`src/rtl/debounce_pkg.sv`:
```
// Shared defaults and sizing helper for the debounce bank.
package debounce_pkg;

  localparam int unsigned DEF_STABLE_CYCLES = 2097152;
  localparam int unsigned DEF_REPEAT_DELAY  = 25000000;
  localparam int unsigned DEF_REPEAT_PERIOD = 5000000;

  // Width of a counter that must reach limit-1; never narrower than one bit.
  function automatic int unsigned cnt_width(input int unsigned limit);
    return (limit <= 2) ? 1 : $clog2(limit);
  endfunction

endpackage

```
`src/rtl/debounce_cell.sv`:
```
// One debounce channel: 2-flop synchroniser, stability counter, level/edge pulses
// and, with DEBOUNCE_BANK_REPEAT_EN defined, an auto-repeat generator.
module debounce_cell
  import debounce_pkg::*;
#(
  parameter int unsigned STABLE_CYCLES = DEF_STABLE_CYCLES,
  parameter logic        INV           = 1'b0
`ifdef DEBOUNCE_BANK_REPEAT_EN
  ,
  parameter int unsigned REPEAT_DELAY  = DEF_REPEAT_DELAY,
  parameter int unsigned REPEAT_PERIOD = DEF_REPEAT_PERIOD
`endif
) (
  input  logic clk,
  input  logic rstn,
  input  logic din,
  output logic level_o,
  output logic rise_o,
  output logic fall_o,
  output logic repeat_o
);

  localparam int unsigned   CW      = cnt_width(STABLE_CYCLES);
  localparam logic [CW-1:0] CNT_MAX = CW'(STABLE_CYCLES - 1);

  logic          sync1_q, sync2_q;
  logic          level_q, level_d;
  logic          rise_q, rise_d;
  logic          fall_q, fall_d;
  logic          hit;
  logic [CW-1:0] cnt_q, cnt_d;

  always_comb begin
    hit     = (sync2_q != level_q) && (cnt_q == CNT_MAX);
    cnt_d   = ((sync2_q == level_q) || hit) ? '0 : cnt_q + 1'b1;
    level_d = level_q ^ hit;
    rise_d  = hit & ~level_q;
    fall_d  = hit & level_q;
  end

  always_ff @(posedge clk) begin
    if (!rstn) begin
      sync1_q <= 1'b0;
      sync2_q <= 1'b0;
      level_q <= 1'b0;
      cnt_q   <= '0;
      rise_q  <= 1'b0;
      fall_q  <= 1'b0;
    end else begin
      sync1_q <= din ^ INV;
      sync2_q <= sync1_q;
      level_q <= level_d;
      cnt_q   <= cnt_d;
      rise_q  <= rise_d;
      fall_q  <= fall_d;
    end
  end

  assign level_o = level_q;
  assign rise_o  = rise_q;
  assign fall_o  = fall_q;

`ifdef DEBOUNCE_BANK_REPEAT_EN
  localparam int unsigned   RMAX    = (REPEAT_DELAY > REPEAT_PERIOD) ? REPEAT_DELAY : REPEAT_PERIOD;
  localparam int unsigned   RW      = cnt_width(RMAX);
  localparam logic [RW-1:0] DLY_MAX = RW'(REPEAT_DELAY - 1);
  localparam logic [RW-1:0] PER_MAX = RW'(REPEAT_PERIOD - 1);

  logic [RW-1:0] rep_cnt_q, rep_cnt_d;
  logic          first_q, first_d;
  logic          repeat_q, repeat_d;

  // Any level toggle restarts the schedule; a falling toggle also suppresses
  // a pulse that would otherwise land on the same edge.
  always_comb begin
    rep_cnt_d = rep_cnt_q;
    first_d   = first_q;
    repeat_d  = 1'b0;
    if (hit) begin
      rep_cnt_d = '0;
      first_d   = 1'b1;
    end else if (level_q) begin
      if (rep_cnt_q == (first_q ? DLY_MAX : PER_MAX)) begin
        repeat_d  = 1'b1;
        rep_cnt_d = '0;
        first_d   = 1'b0;
      end else begin
        rep_cnt_d = rep_cnt_q + 1'b1;
      end
    end else begin
      rep_cnt_d = '0;
      first_d   = 1'b0;
    end
  end

  always_ff @(posedge clk) begin
    if (!rstn) begin
      rep_cnt_q <= '0;
      first_q   <= 1'b0;
      repeat_q  <= 1'b0;
    end else begin
      rep_cnt_q <= rep_cnt_d;
      first_q   <= first_d;
      repeat_q  <= repeat_d;
    end
  end

  assign repeat_o = repeat_q;
`else
  assign repeat_o = 1'b0;
`endif

endmodule

```
`src/rtl/debounce_bank.sv`:
```
// Bank of N independent debounced inputs with edge pulses and an any-rise flag.
// Optional auto-repeat is enabled by defining DEBOUNCE_BANK_REPEAT_EN.
module debounce_bank
  import debounce_pkg::*;
#(
  parameter int unsigned N             = 4,
  parameter int unsigned STABLE_CYCLES = DEF_STABLE_CYCLES,
  parameter logic [N-1:0] INVERT       = {N{1'b0}},
  parameter int unsigned REPEAT_DELAY  = DEF_REPEAT_DELAY,
  parameter int unsigned REPEAT_PERIOD = DEF_REPEAT_PERIOD
) (
  input  logic         clk,
  input  logic         rstn,
  input  logic [N-1:0] din,
  output logic [N-1:0] level_o,
  output logic [N-1:0] rise_o,
  output logic [N-1:0] fall_o,
  output logic [N-1:0] repeat_o,
  output logic         any_rise_o
);

  if (N < 1 || N > 32 || STABLE_CYCLES < 2 || REPEAT_DELAY < 1 || REPEAT_PERIOD < 1)
  begin : g_param_check
    $error("debounce_bank: illegal parameter value");
  end

  for (genvar i = 0; i < N; i++) begin : g_ch
    debounce_cell #(
      .STABLE_CYCLES (STABLE_CYCLES),
      .INV           (INVERT[i])
`ifdef DEBOUNCE_BANK_REPEAT_EN
      ,
      .REPEAT_DELAY  (REPEAT_DELAY),
      .REPEAT_PERIOD (REPEAT_PERIOD)
`endif
    ) u_cell (
      .clk      (clk),
      .rstn     (rstn),
      .din      (din[i]),
      .level_o  (level_o[i]),
      .rise_o   (rise_o[i]),
      .fall_o   (fall_o[i]),
      .repeat_o (repeat_o[i])
    );
  end

  assign any_rise_o = |rise_o;

endmodule

```
`config.mk`:
```
export PLATFORM = sky130hd
export DESIGN_NAME = debounce_bank
export DESIGN_NICKNAME = d
export VERILOG_FILES = /design/src/rtl/debounce_pkg.sv /design/src/rtl/debounce_cell.sv /design/src/rtl/debounce_bank.sv
export SDC_FILE = /design/constraint.sdc
export NUM_CORES = 1
export LEC_CHECK = 0
export CORE_UTILIZATION = 54
export CTS_CLUSTER_SIZE = 24
export DETAILED_ROUTE_END_ITERATION = 7
export PLACE_DENSITY_LB_ADDON = 0.2
export SLEW_MARGIN = 20
export SYNTH_ARGS = -nofsm -noshare
export SYNTH_HDL_FRONTEND = slang
export SYNTH_SLANG_ARGS = --single-unit
```
`constraint.sdc`:
```
create_clock -name clk -period 1.9 [get_ports clk]
set_input_delay 0.19 -clock clk [delete_from_list [all_inputs] [get_ports clk]]
set_output_delay 0.19 -clock clk [all_outputs]
set_load 0.01 [all_outputs]
```
==> metrics.yaml <==
timing.critical_path.required_ns: 2.21
design.portCount: 23
critPathLaunchType: "register"
synth.yosys.seq_area_share_pct: 45.2
die_footprint_um2: 8900
floorplan.initialDensity_pct: 56.1
grt_max_degree: 23
post_route_cells_drive_above_1_share_pct: 11.5
antenna_cells: 0
cts_tree: "yes"
synthTopCellsByArea: "dfxtp_1, xnor2_1, nor2_1"
vias_per_cell: 5.50
fillers: 729
critPathMaxFanout: 6
die_w_um: 94.4
cts_sinks: 104
std_cell_rows: 33
power_per_cell_area_nw_per_um2: 712
worst_slew_margin_pct: 66.1
rsz_0062_raised_after_global_routing: "false"
grt_first_pass_wirelength_mm: 14.6
post-route-period-util_pct: 93.9
gr-usage-all-layers_pct: 20.7
grt_overflow_total: 0
routed_wirelength_mm: 8.44
numCtsBuffers: 9
synthesis.instances: 516
kind_of_cell_with_the_highest_combined_delay_on_the_critical_path: "simple AND/OR/NAND/NOR gates"
crit_arrival_ns: 2.10
path_buf_inv: 0
total_leakage_power_nw: 1.70
design.final.nets: 554
place_congestion: 0.746
hold-worst-slack_ns: 0.388
max_rail_drop_vdd_mv: 0.415
worst_skew_pair.late_latency_ns: 0.37
clockBufferDepth: 2
antenna_left: 0
dp_hpwl_mm: 6.02
synth_area_leader_cell: "dfxtp_1"
report.final.hold_viol_count: 0
regToRegSetupSlack_ns: 0.12
via_count: 3595
critical_path.slowest_cell: "or4_4"
cap_violations: 0
outcome: "finished, final reports clean"
crit_path_end_kind: "register"
maxSlewViolCount: 0
netlist-cell-type-count: 44
detailedPlace.worstSlack_ns: 0.0749
grt_antenna_before_repair: 0
ys_warn_count: 0
worst_hold_path.endpoint: "g_ch[3].u_cell.sync1_q$_SDFF_PN0_"
worst_hold_path.num_cells: 2
timing.final.setup_violations: 0
r2r_start: "g_ch[1].u_cell.cnt_q[10]$_SDFF_PP0_"
detailedRoute.firstIterationViolations: 109
multi_input_comb_area_um2: 2300
synth.top_cell.area_share_pct: 45.2
r2r.worst_path.cells: 4
ff_latch_area_um2: 2090
place.port_buffers: 18
clk_pin_slew_ns: 0.11
timing.hold.worst.class: "in -> reg"
syn2layout_area_growth_pct: 12.2
drcViolationCount: 0
htree_levels: 3
maxClockFrequency_mhz: 561
tns_ns: 0
measured_slew_at_the_worst_slew_check_pin_ns: 0.505
cts.root.buffer_cell: "clkbuf_8"
placeableCoreArea_um2: 8220
finalWorstSetupSlack_ns: 0.116
netlist_area_um2: 4610
timing.hold.worst.start: "din[3]"
grt_pass1_vias: 3427
first_pass_iters: 4
period_needed_ns: 1.78
timing_worst_setup_path_type: "reg -> reg"
crit_chain: "nand4_2 -> or4_4 -> or4_1 -> a21oi_1"
dieHeight_um: 94.4
post_synth.cell_area_avg_um2: 8.93
slowest_delay_ns: 0.58
clock_skew_ns: 0.0108
capturing_point_of_the_worst_reg2reg_path: "g_ch[1].u_cell.cnt_q[18]$_SDFF_PP0_"
fin_total_pwr_mw: 3.68
cp_num_cells: 4
synth-seq-cells: 104
wire_per_inst_um: 12.9
-- area by class of cell --
| cell class | instances | share of cell area (%) |
|---|---|---|
| timing repair buffer | 45 | 7.63 |
| tap | 105 | 2.54 |
| multi-input combinational | 370 | 44.5 |
| sequential | 104 | 40.4 |
| clock inverter | 7 | 1.55 |
| clock buffer | 9 | 2.40 |
| inverter | 14 | 1.02 |
-- synth_stat cells, drive strengths merged --
library cell / n
nor2: 67
o21ai: 11
nor2b: 1
and4b: 1
nand3: 40
nor4: 12
mux2i: 5
xnor2: 29
inv: 14
or3: 14
nor3: 11
a31o: 3
dfxtp: 104
a31oi: 2
conb: 1
o21bai: 1
o21a: 1
nor4b: 3
o31ai: 11
and4: 10
clkbuf: 6
buf: 25
a21o: 1
xor2: 24
or4b: 1
ha: 4
nand2: 36
nand4: 16
a21oi: 24
and2: 8
nor3b: 2
and3: 14
or4: 14
-- logic make-up (layout without fill, tap and decap cells) --
kind of cell    count (synthesis)  in the layout  share of synthesized area (%)
xor+xnor                       53             53                           10.1
mux                             5              5                           1.09
other cells                     1              4                         0.0814
buf+inv                        45             75                           5.51
compound gates                 54             54                           7.31
simple gates                  250            250                           29.6
fa+ha+maj                       4              4                           1.09
flops                         104            104                           45.2
-- sequential cells by signal, indices dropped and copies added (netlist names), named ones only --
register / count
g_ch.u_cell.cnt_q: 84
g_ch.u_cell.sync1_q: 4
g_ch.u_cell.rise_o: 4
g_ch.u_cell.fall_o: 4
g_ch.u_cell.sync2_q: 4
-- metrics by stage --
| step | instance area, um2 | std cells | util (%) |
|---|---|---|---|
| floorplan | 4620 | 519 | - |
| global placement | 4940 | 638 | 60.1 |
| detailed placement | 4940 | 638 | 60.1 |
| CTS | 5140 | 654 | 62.6 |
| global route | 5170 | 654 | 62.9 |
| finish | 5170 | 654 | 62.9 |
-- cells in the final DEF, fill, tap and decap left out, types with 17 or more instances in the layout --
master	n
xor2_1	24
xnor2_1	29
nand2_1	36
dfxtp_1	101
a21oi_1	24
buf_4	26
nor2_1	67
nand3_1	40
clkdlybuf4s50_1	17
-- report_power, final --
group          switching, mW  leakage [nW]  internal (mW)  total [mW]
Combinational         0.0369         0.758         0.0301      0.0670
Sequential           0.00752         0.841           2.19        2.20
Clock                  0.790         0.102          0.625        1.42
Total                  0.835          1.70           2.84        3.68
-- routing by layer --
| metal | vias to the layer above | track usage (%) | part of all wire, % |
|---|---|---|---|
| met1 | 1696 | 24.2 | 48 |
| li1 | 1859 | - | - |
| met5 | - | 0 | 0 |
| met3 | 7 | 5.48 | 2.4 |
| met4 | 0 | 7.31 | 1.1 |
| met2 | 33 | 36.3 | 49 |
-- how the worst max path moves through the flow --
stage	endpoint	start
floorplan	g_ch[2].u_cell.cnt_q[1]$_SDFF_PP0_	g_ch[2].u_cell.cnt_q[0]$_SDFF_PP0_
global placement	g_ch[2].u_cell.cnt_q[1]$_SDFF_PP0_	g_ch[2].u_cell.cnt_q[0]$_SDFF_PP0_
detailed placement	g_ch[2].u_cell.rise_o$_SDFF_PN0_	g_ch[2].u_cell.cnt_q[0]$_SDFF_PP0_
CTS	g_ch[2].u_cell.rise_o$_SDFF_PN0_	g_ch[2].u_cell.cnt_q[0]$_SDFF_PP0_
global route	g_ch[1].u_cell.cnt_q[18]$_SDFF_PP0_	g_ch[1].u_cell.cnt_q[4]$_SDFF_PP0_
finish	g_ch[1].u_cell.cnt_q[18]$_SDFF_PP0_	g_ch[1].u_cell.cnt_q[10]$_SDFF_PP0_
-- what timing repair did --
action                                 CTS  global route
hold buffers                             0             0
setup endpoints to repair                1             8
pin swaps                                0             0
buffers inserted                         0             0
endpoints found under the hold margin    0             0
resized for setup                        1             6
Power figures use the tool's default switching activity.
